File: src/rtl/gpio_pkg.sv
// GPIO shared definitions: register byte offsets, AHB-Lite HTRANS encodings,
// and the default read word returned by the GPIO splitter for unclaimed space.
// Latency: n/a (package).  Backpressure: n/a.
package gpio_pkg;

    // Register byte offsets within one GPIO port window.
    localparam logic [7:0] GPIO_DIN_OFF  = 8'h00;
    localparam logic [7:0] GPIO_DOUT_OFF = 8'h04;
    localparam logic [7:0] GPIO_DIR_OFF  = 8'h08;
    localparam logic [7:0] GPIO_EDGE_OFF = 8'h0C;
    localparam logic [7:0] GPIO_IE_OFF   = 8'h10;
    localparam logic [7:0] GPIO_IS_OFF   = 8'h14;
    localparam logic [7:0] GPIO_DSET_OFF = 8'h18;
    localparam logic [7:0] GPIO_DCLR_OFF = 8'h1C;

    // AHB-Lite transfer types.
    typedef enum logic [1:0] {
        HTRANS_IDLE   = 2'b00,
        HTRANS_BUSY   = 2'b01,
        HTRANS_NONSEQ = 2'b10,
        HTRANS_SEQ    = 2'b11
    } htrans_t;

    // Read data the splitter returns when no port is selected.
    localparam logic [31:0] GPIO_DEFAULT_RDATA = 32'hBADD_BEEF;

    // Word index (HADDR[7:2]) of a byte offset.
    function automatic logic [5:0] gpio_widx(input logic [7:0] off);
        return off[7:2];
    endfunction

endpackage

File: src/rtl/gpio_sync_edge.sv
// Two-flop input synchronizer plus a history flop and per-pin edge select.
// Latency: pad change visible on sync_o after 2 edges, ev_o pulses for 1 cycle after that.
// Backpressure: none, samples every cycle.
// Ports: HCLK/HRESETn clock and async active-low reset; gpio_in_i raw pads;
//        edge_rise_i per-pin edge polarity (1 = rising); sync_o synchronized
//        pad state; ev_o one-cycle edge event per pin.
module gpio_sync_edge #(
    parameter int WIDTH = 16
) (
    input  logic             HCLK,
    input  logic             HRESETn,
    input  logic [WIDTH-1:0] gpio_in_i,
    input  logic [WIDTH-1:0] edge_rise_i,
    output logic [WIDTH-1:0] sync_o,
    output logic [WIDTH-1:0] ev_o
);

    logic [WIDTH-1:0] sync1_q;
    logic [WIDTH-1:0] sync2_q;
    logic [WIDTH-1:0] prev_q;

    always_ff @(posedge HCLK or negedge HRESETn) begin
        if (!HRESETn) begin
            sync1_q <= '0;
            sync2_q <= '0;
            prev_q  <= '0;
        end else begin
            sync1_q <= gpio_in_i;
            sync2_q <= sync1_q;
            prev_q  <= sync2_q;
        end
    end

    assign sync_o = sync2_q;
    assign ev_o   = (edge_rise_i  &  sync2_q & ~prev_q)
                  | (~edge_rise_i & ~sync2_q &  prev_q);

endmodule

File: src/rtl/ahbl_gpio_port.sv
// AHB-Lite slave for one GPIO port: data out, direction, synchronized input,
// edge status with W1C clear and a maskable level interrupt.
// Latency: zero wait states, writes land at end of data phase.  Backpressure: HREADYOUT tied 1.
// Ports: AHB-Lite slave (HSEL..HRESP) from the GPIO splitter; GPIO_IN async pads;
//        GPIO_OUT/GPIO_OE pad drive; IRQ active-high level interrupt.
module ahbl_gpio_port
    import gpio_pkg::*;
#(
    parameter int               WIDTH    = 16,
    parameter logic [WIDTH-1:0] RST_DOUT = '0
) (
    input  logic             HCLK,
    input  logic             HRESETn,
    input  logic             HSEL,
    input  logic [31:0]      HADDR,
    input  logic [1:0]       HTRANS,
    input  logic             HWRITE,
    input  logic [31:0]      HWDATA,
    input  logic             HREADY,
    output logic [31:0]      HRDATA,
    output logic             HREADYOUT,
    output logic             HRESP,
    input  logic [WIDTH-1:0] GPIO_IN,
    output logic [WIDTH-1:0] GPIO_OUT,
    output logic [WIDTH-1:0] GPIO_OE,
    output logic             IRQ
);

    localparam logic [5:0] IDX_DIN  = gpio_widx(GPIO_DIN_OFF);
    localparam logic [5:0] IDX_DOUT = gpio_widx(GPIO_DOUT_OFF);
    localparam logic [5:0] IDX_DIR  = gpio_widx(GPIO_DIR_OFF);
    localparam logic [5:0] IDX_EDGE = gpio_widx(GPIO_EDGE_OFF);
    localparam logic [5:0] IDX_IE   = gpio_widx(GPIO_IE_OFF);
    localparam logic [5:0] IDX_IS   = gpio_widx(GPIO_IS_OFF);
    localparam logic [5:0] IDX_DSET = gpio_widx(GPIO_DSET_OFF);
    localparam logic [5:0] IDX_DCLR = gpio_widx(GPIO_DCLR_OFF);

    // Address-phase capture.
    logic [5:0] addr_q, addr_d;
    logic       wr_q,   wr_d;
    logic       act_q,  act_d;

    // Register file.
    logic [WIDTH-1:0] dout_q, dout_d;
    logic [WIDTH-1:0] dir_q,  dir_d;
    logic [WIDTH-1:0] edge_q, edge_d;
    logic [WIDTH-1:0] ie_q,   ie_d;
    logic [WIDTH-1:0] is_q,   is_d;

    logic [WIDTH-1:0] din_sync;
    logic [WIDTH-1:0] ev;
    logic [WIDTH-1:0] wdat;
    logic [WIDTH-1:0] w1c_mask;
    logic             xfer_vld;
    logic             wr_en;
    logic [31:0]      rdata;

    // Address bits outside [7:2], HTRANS[0] and HWDATA above WIDTH carry no meaning here.
    logic unused_bits;
    assign unused_bits = ^{HADDR, HTRANS[0], HWDATA};

    gpio_sync_edge #(.WIDTH(WIDTH)) u_sync_edge (
        .HCLK        (HCLK),
        .HRESETn     (HRESETn),
        .gpio_in_i   (GPIO_IN),
        .edge_rise_i (edge_q),
        .sync_o      (din_sync),
        .ev_o        (ev)
    );

    assign xfer_vld = HSEL & HTRANS[1] & HREADY;
    // Commit only when the data phase actually completes on the bus.
    assign wr_en    = act_q & wr_q & HREADY;
    assign wdat     = HWDATA[WIDTH-1:0];

    always_comb begin
        addr_d = addr_q;
        wr_d   = wr_q;
        act_d  = act_q;
        if (xfer_vld) begin
            addr_d = HADDR[7:2];
            wr_d   = HWRITE;
            act_d  = 1'b1;
        end else if (HREADY) begin
            act_d  = 1'b0;
        end
    end

    always_comb begin
        dout_d   = dout_q;
        dir_d    = dir_q;
        edge_d   = edge_q;
        ie_d     = ie_q;
        w1c_mask = '0;
        if (wr_en) begin
            case (addr_q)
                IDX_DOUT: dout_d   = wdat;
                IDX_DIR:  dir_d    = wdat;
                IDX_EDGE: edge_d   = wdat;
                IDX_IE:   ie_d     = wdat;
                IDX_IS:   w1c_mask = wdat;
                IDX_DSET: dout_d   = dout_q | wdat;
                IDX_DCLR: dout_d   = dout_q & ~wdat;
                default:  ;
            endcase
        end
        // A fresh event survives a same-cycle clear so no edge is lost.
        is_d = (is_q & ~w1c_mask) | ev;
    end

    always_ff @(posedge HCLK or negedge HRESETn) begin
        if (!HRESETn) begin
            addr_q <= '0;
            wr_q   <= 1'b0;
            act_q  <= 1'b0;
            dout_q <= RST_DOUT;
            dir_q  <= '0;
            edge_q <= '0;
            ie_q   <= '0;
            is_q   <= '0;
        end else begin
            addr_q <= addr_d;
            wr_q   <= wr_d;
            act_q  <= act_d;
            dout_q <= dout_d;
            dir_q  <= dir_d;
            edge_q <= edge_d;
            ie_q   <= ie_d;
            is_q   <= is_d;
        end
    end

    always_comb begin
        rdata = '0;
        if (act_q) begin
            case (addr_q)
                IDX_DIN:  rdata[WIDTH-1:0] = din_sync;
                IDX_DOUT: rdata[WIDTH-1:0] = dout_q;
                IDX_DIR:  rdata[WIDTH-1:0] = dir_q;
                IDX_EDGE: rdata[WIDTH-1:0] = edge_q;
                IDX_IE:   rdata[WIDTH-1:0] = ie_q;
                IDX_IS:   rdata[WIDTH-1:0] = is_q;
                default:  rdata = '0;
            endcase
        end
    end

    assign HRDATA    = rdata;
    assign HREADYOUT = 1'b1;
    assign HRESP     = 1'b0;
    assign GPIO_OUT  = dout_q;
    assign GPIO_OE   = dir_q;
    assign IRQ       = |(is_q & ie_q);

endmodule

File: config.mk
export PLATFORM = sky130hd
export DESIGN_NAME = ahbl_gpio_port
export DESIGN_NICKNAME = d
export VERILOG_FILES = /design/src/rtl/gpio_pkg.sv /design/src/rtl/gpio_sync_edge.sv /design/src/rtl/ahbl_gpio_port.sv
export SDC_FILE = /design/constraint.sdc
export NUM_CORES = 1
export LEC_CHECK = 0
export ABC_CLOCK_PERIOD_IN_PS = 2490
export CAP_MARGIN = 40
export CORE_UTILIZATION = 49
export DETAILED_ROUTE_END_ITERATION = 7
export PLACE_DENSITY = 0.82
export SETUP_SLACK_MARGIN = 0.02
export SLEW_MARGIN = 20
export SYNTH_ARGS = -nofsm -noshare
export SYNTH_HDL_FRONTEND = slang
export SYNTH_SLANG_ARGS = --single-unit
export TNS_END_PERCENT = 50
File: constraint.sdc
create_clock -name HCLK -period 2.49 [get_ports HCLK]
set_input_delay 0.498 -clock HCLK [delete_from_list [all_inputs] [get_ports HCLK]]
set_output_delay 0.498 -clock HCLK [all_outputs]
set_load 0.02 [all_outputs]
==> results.py, run 1 <==
metrics = {
    "clock_network": {
        "cts_tree": "built",
        "cts_buffers": 17,
        "clkSlewWorstSetupHoldPaths_ns": 0.06,
        "cts-root-buf": "clkbuf_16",
        "cts.sinks": 136,
        "h-tree-depth": 4,
        "clockBufferDepth": 2,
        "cts_hold_buf": 0,
        "clock_latency_ns": 0.42,
    },
    "final_layout": {
        "layout_common_cells": "135 x dfrtp_1, 106 x nand2_1, 74 x clkdlybuf4s50_1, 71 x mux2_2, 32 x mux2i_1",
        "num-nets-final": 698,
        "diodes": 0,
        "final_cells": 771,
        "area_growth_pct": 34.4,
        "drive_gt1_share_pct": 27.6,
        "layout_commonest_cell": "dfrtp_1",
        "design_area_mm2": 0.00805,
    },
    "placement": {
        "gp_congestion": 0.803,
        "pre_cts_slack_ns": -0.304,
        "hpwl_um": 9460,
        "dp_cells": 734,
        "io_buffers": 92,
        "placed_area_mm2": 0.00713,
    },
    "synthesis": {
        "syn_avg_cell_area_um2": 12.0,
        "synthTopCellsByArea": "dfrtp_1 57%, mux2_2 13%, nand2_1 6.6%, mux2i_1 5.3%, a22o_1 2.9%",
        "synth_area_mm2": 0.00599,
        "synth_area_leader_cell": "dfrtp_1",
        "ys_types": 33,
        "yosys_warnings": 0,
        "synth_seq_cells": 136,
        "synth_top_cell_area_share_pct": 56.8,
        "ys_seq_area_share_pct": 56.8,
        "synthCells": 499,
    },
    "detailed_routing": {
        "drc": 0,
        "ant_nets": 0,
        "wl_per_cell_um": 19.2,
        "vias": 4373,
        "drt-total-wl_um": 14800,
        "vias_per_cell": 5.67,
        "dr.pass1.iters": 4,
        "drtIter0Drc": 257,
    },
    "worst_setup_path": {
        "cp-start-kind": "flop",
        "cp_max_fo": 8,
        "crit_type": "flop to output pin",
        "critPathCaptureType": "output pin",
        "cp.required_ns": 1.99,
        "cp.arrival_ns": 2.13,
    },
    "timing": {
        "grt_setup_unrepaired": "yes",
        "slew_viol_final": 0,
        "setup_viol": 16,
        "min_period_ns": 2.63,
        "hold_viol": 5,
        "setup-tns-final_ns": -1.73,
        "fmax_mhz": 381,
        "setup_ws_ns": -0.137,
        "fin_crit_sh_pct": 105,
        "fin_skew_ns": 0.00807,
        "holdWs_ns": -0.00894,
    },
    "die": {
        "core_mm2": 0.0120,
        "initial_core_util_pct": 50.1,
        "boundaryPins": 154,
        "rows": 40,
        "die_area_mm2": 0.0127,
        "die_w_um": 113,
        "die_h_um": 113,
    },
    "global_route": {
        "grtUsageMet1_pct": 29.9,
        "use_met3_pct": 7.34,
        "grt_use_met2_pct": 41.7,
        "grt_pass1_wl_um": 23600,
        "busiest_layer": "met2",
        "grt_max_degree": 65,
        "overflow": 0,
        "grt_usage_pct": 24.8,
        "grt_pass1_vias": 4582,
        "antenna_found_initial": 0,
    },
    "status": {
        "run_status": "complete, but fails checks",
        "violations": "negative hold slack, negative setup slack",
    },
    "pwr": {
        "p_sw_share_pct": 27.4,
        "p_leak_nw": 3.59,
        "internal-power_w": 0.00436,
        "p_seq_share_pct": 41.8,
        "ir_drop_uv": 581,
        "pwr-share-comb_pct": 17.3,
        "p_switching_w": 0.00165,
        "power_density_mw_per_mm2": 746,
        "clkPwrFrac_pct": 40.9,
    },
    "flow_run": {
        "drv_cap": 0,
    },
    "hold_path": {
        "hp-class": "primary input to asynchronous set/reset pin",
    },
}
==> critical path, stage by stage (launching register included) <==
cell and delay [ns]:
dfrtp_1 0.39, or4b_4 0.57, nand2b_4 0.20, clkbuf_16 0.20
o221ai_2 0.18, buf_4 0.17
==> what timing repair did <==
item / CTS / global route
pin swaps: 0 / 16
buffers inserted: 1 / 3
cloned: 0 / 1
setup endpoints to repair: 17 / 17
gates resized for setup: 110 / 32
==> sequential cells by signal (all words and copies together), names as in the netlist, 16 cells and up <==
| register | flops |
|---|---|
| GPIO_OE | 16 |
| GPIO_OUT | 16 |
| edge_q | 16 |
| ie_q | 16 |
| is_q | 16 |
| u_sync_edge.prev_q | 16 |
| u_sync_edge.sync1_q | 16 |
| u_sync_edge.sync_o | 16 |
==> cells in the mapped netlist, drive strengths merged <==
library cell  instances
and2b                 1
nand2               106
clkbuf               11
o21ai                10
nor3b                 1
a21oi                 1
mux2                 71
mux2i                32
a21o                  9
nor3                  3
nor2                 25
inv                   2
nand2b                2
and3                  1
and3b                 1
nor2b                 1
a22o                 20
dfrtp               136
nor4                  2
nand3                 2
buf                  30
a221oi                4
conb                  2
a221o                 7
nand4                 2
o221ai               16
or4b                  1
==> logic make-up after synthesis <==
| group | share of synthesized area [%] |
|---|---|
| and+or+nand+nor | 11.0 |
| DFF | 56.8 |
| muxes | 18.7 |
| AOI/OAI and AO/OA | 9.06 |
| buffers and inverters | 4.28 |
| other | 0.125 |
==> final cells by class <==
class	count	area (µm²)
Fill cell	830	3910
Clock inverter	11	124
Inverter	2	7.51
Multi-Input combinational cell	336	2660
Clock buffer	21	460
Tap cell	147	184
Timing Repair Buffer	118	1220
Sequential cell	136	3400
==> power groups by stage <==
stage | Sequential (W) | Combinational [W] | Clock (W)
2_1_floorplan | 0.00256 | 0.000519 | 0
3_3_place_gp | 0.00253 | 0.000937 | 0
3_5_place_dp | 0.00254 | 0.000969 | 0
4_1_cts | 0.00251 | 0.000983 | 0.00249
5_1_grt | 0.00253 | 0.00111 | 0.00260
6_report | 0.00251 | 0.00104 | 0.00246
==> stage by stage <==
stage                     power, W  util [%]
after floorplan            0.00308         -
after global placement     0.00346      59.6
after detailed placement   0.00351      59.6
after CTS                  0.00597      65.0
after global routing       0.00623      67.3
final                      0.00601      67.3
==> layer usage <==
layer  up-vias  part of all wire, %
met5         -                    0
met4         0                  3.0
met3        36                  5.9
met2       165                   52
met1      2217                   40
li1       1955                    -
==> final timing paths <==
kind                                   startpoint                      to  slack [ns]  depth (start not counted)
setup / recovery                        addr_q[4]               HRDATA[2]       -0.14                          5
hold / removal                            HRESETn              GPIO_OE[5]      -0.009                          1
setup reg to reg                        addr_q[4]                 ie_q[8]        0.12                          7
hold reg to reg            u_sync_edge.sync1_q[8]   u_sync_edge.sync_o[8]        0.35                          0
max in group asynchronous                 HRESETn  u_sync_edge.sync1_q[8]        1.70                          2
min in group HCLK          u_sync_edge.sync1_q[8]   u_sync_edge.sync_o[8]        0.35                          0
No activity file was read; power rests on OpenSTA's default activity.
==> run 2, diff against run 1 <==
--- a/config.mk
+++ b/config.mk
@@ -8,6 +8,7 @@
 export ABC_CLOCK_PERIOD_IN_PS = 2490
 export CAP_MARGIN = 40
 export CORE_UTILIZATION = 49
+export CTS_CLUSTER_SIZE = 16
 export DETAILED_ROUTE_END_ITERATION = 7
 export PLACE_DENSITY = 0.82
 export SETUP_SLACK_MARGIN = 0.02
==> results of run 2 <==
No change in the layout: final DEF, timing and power equal those of run 1.
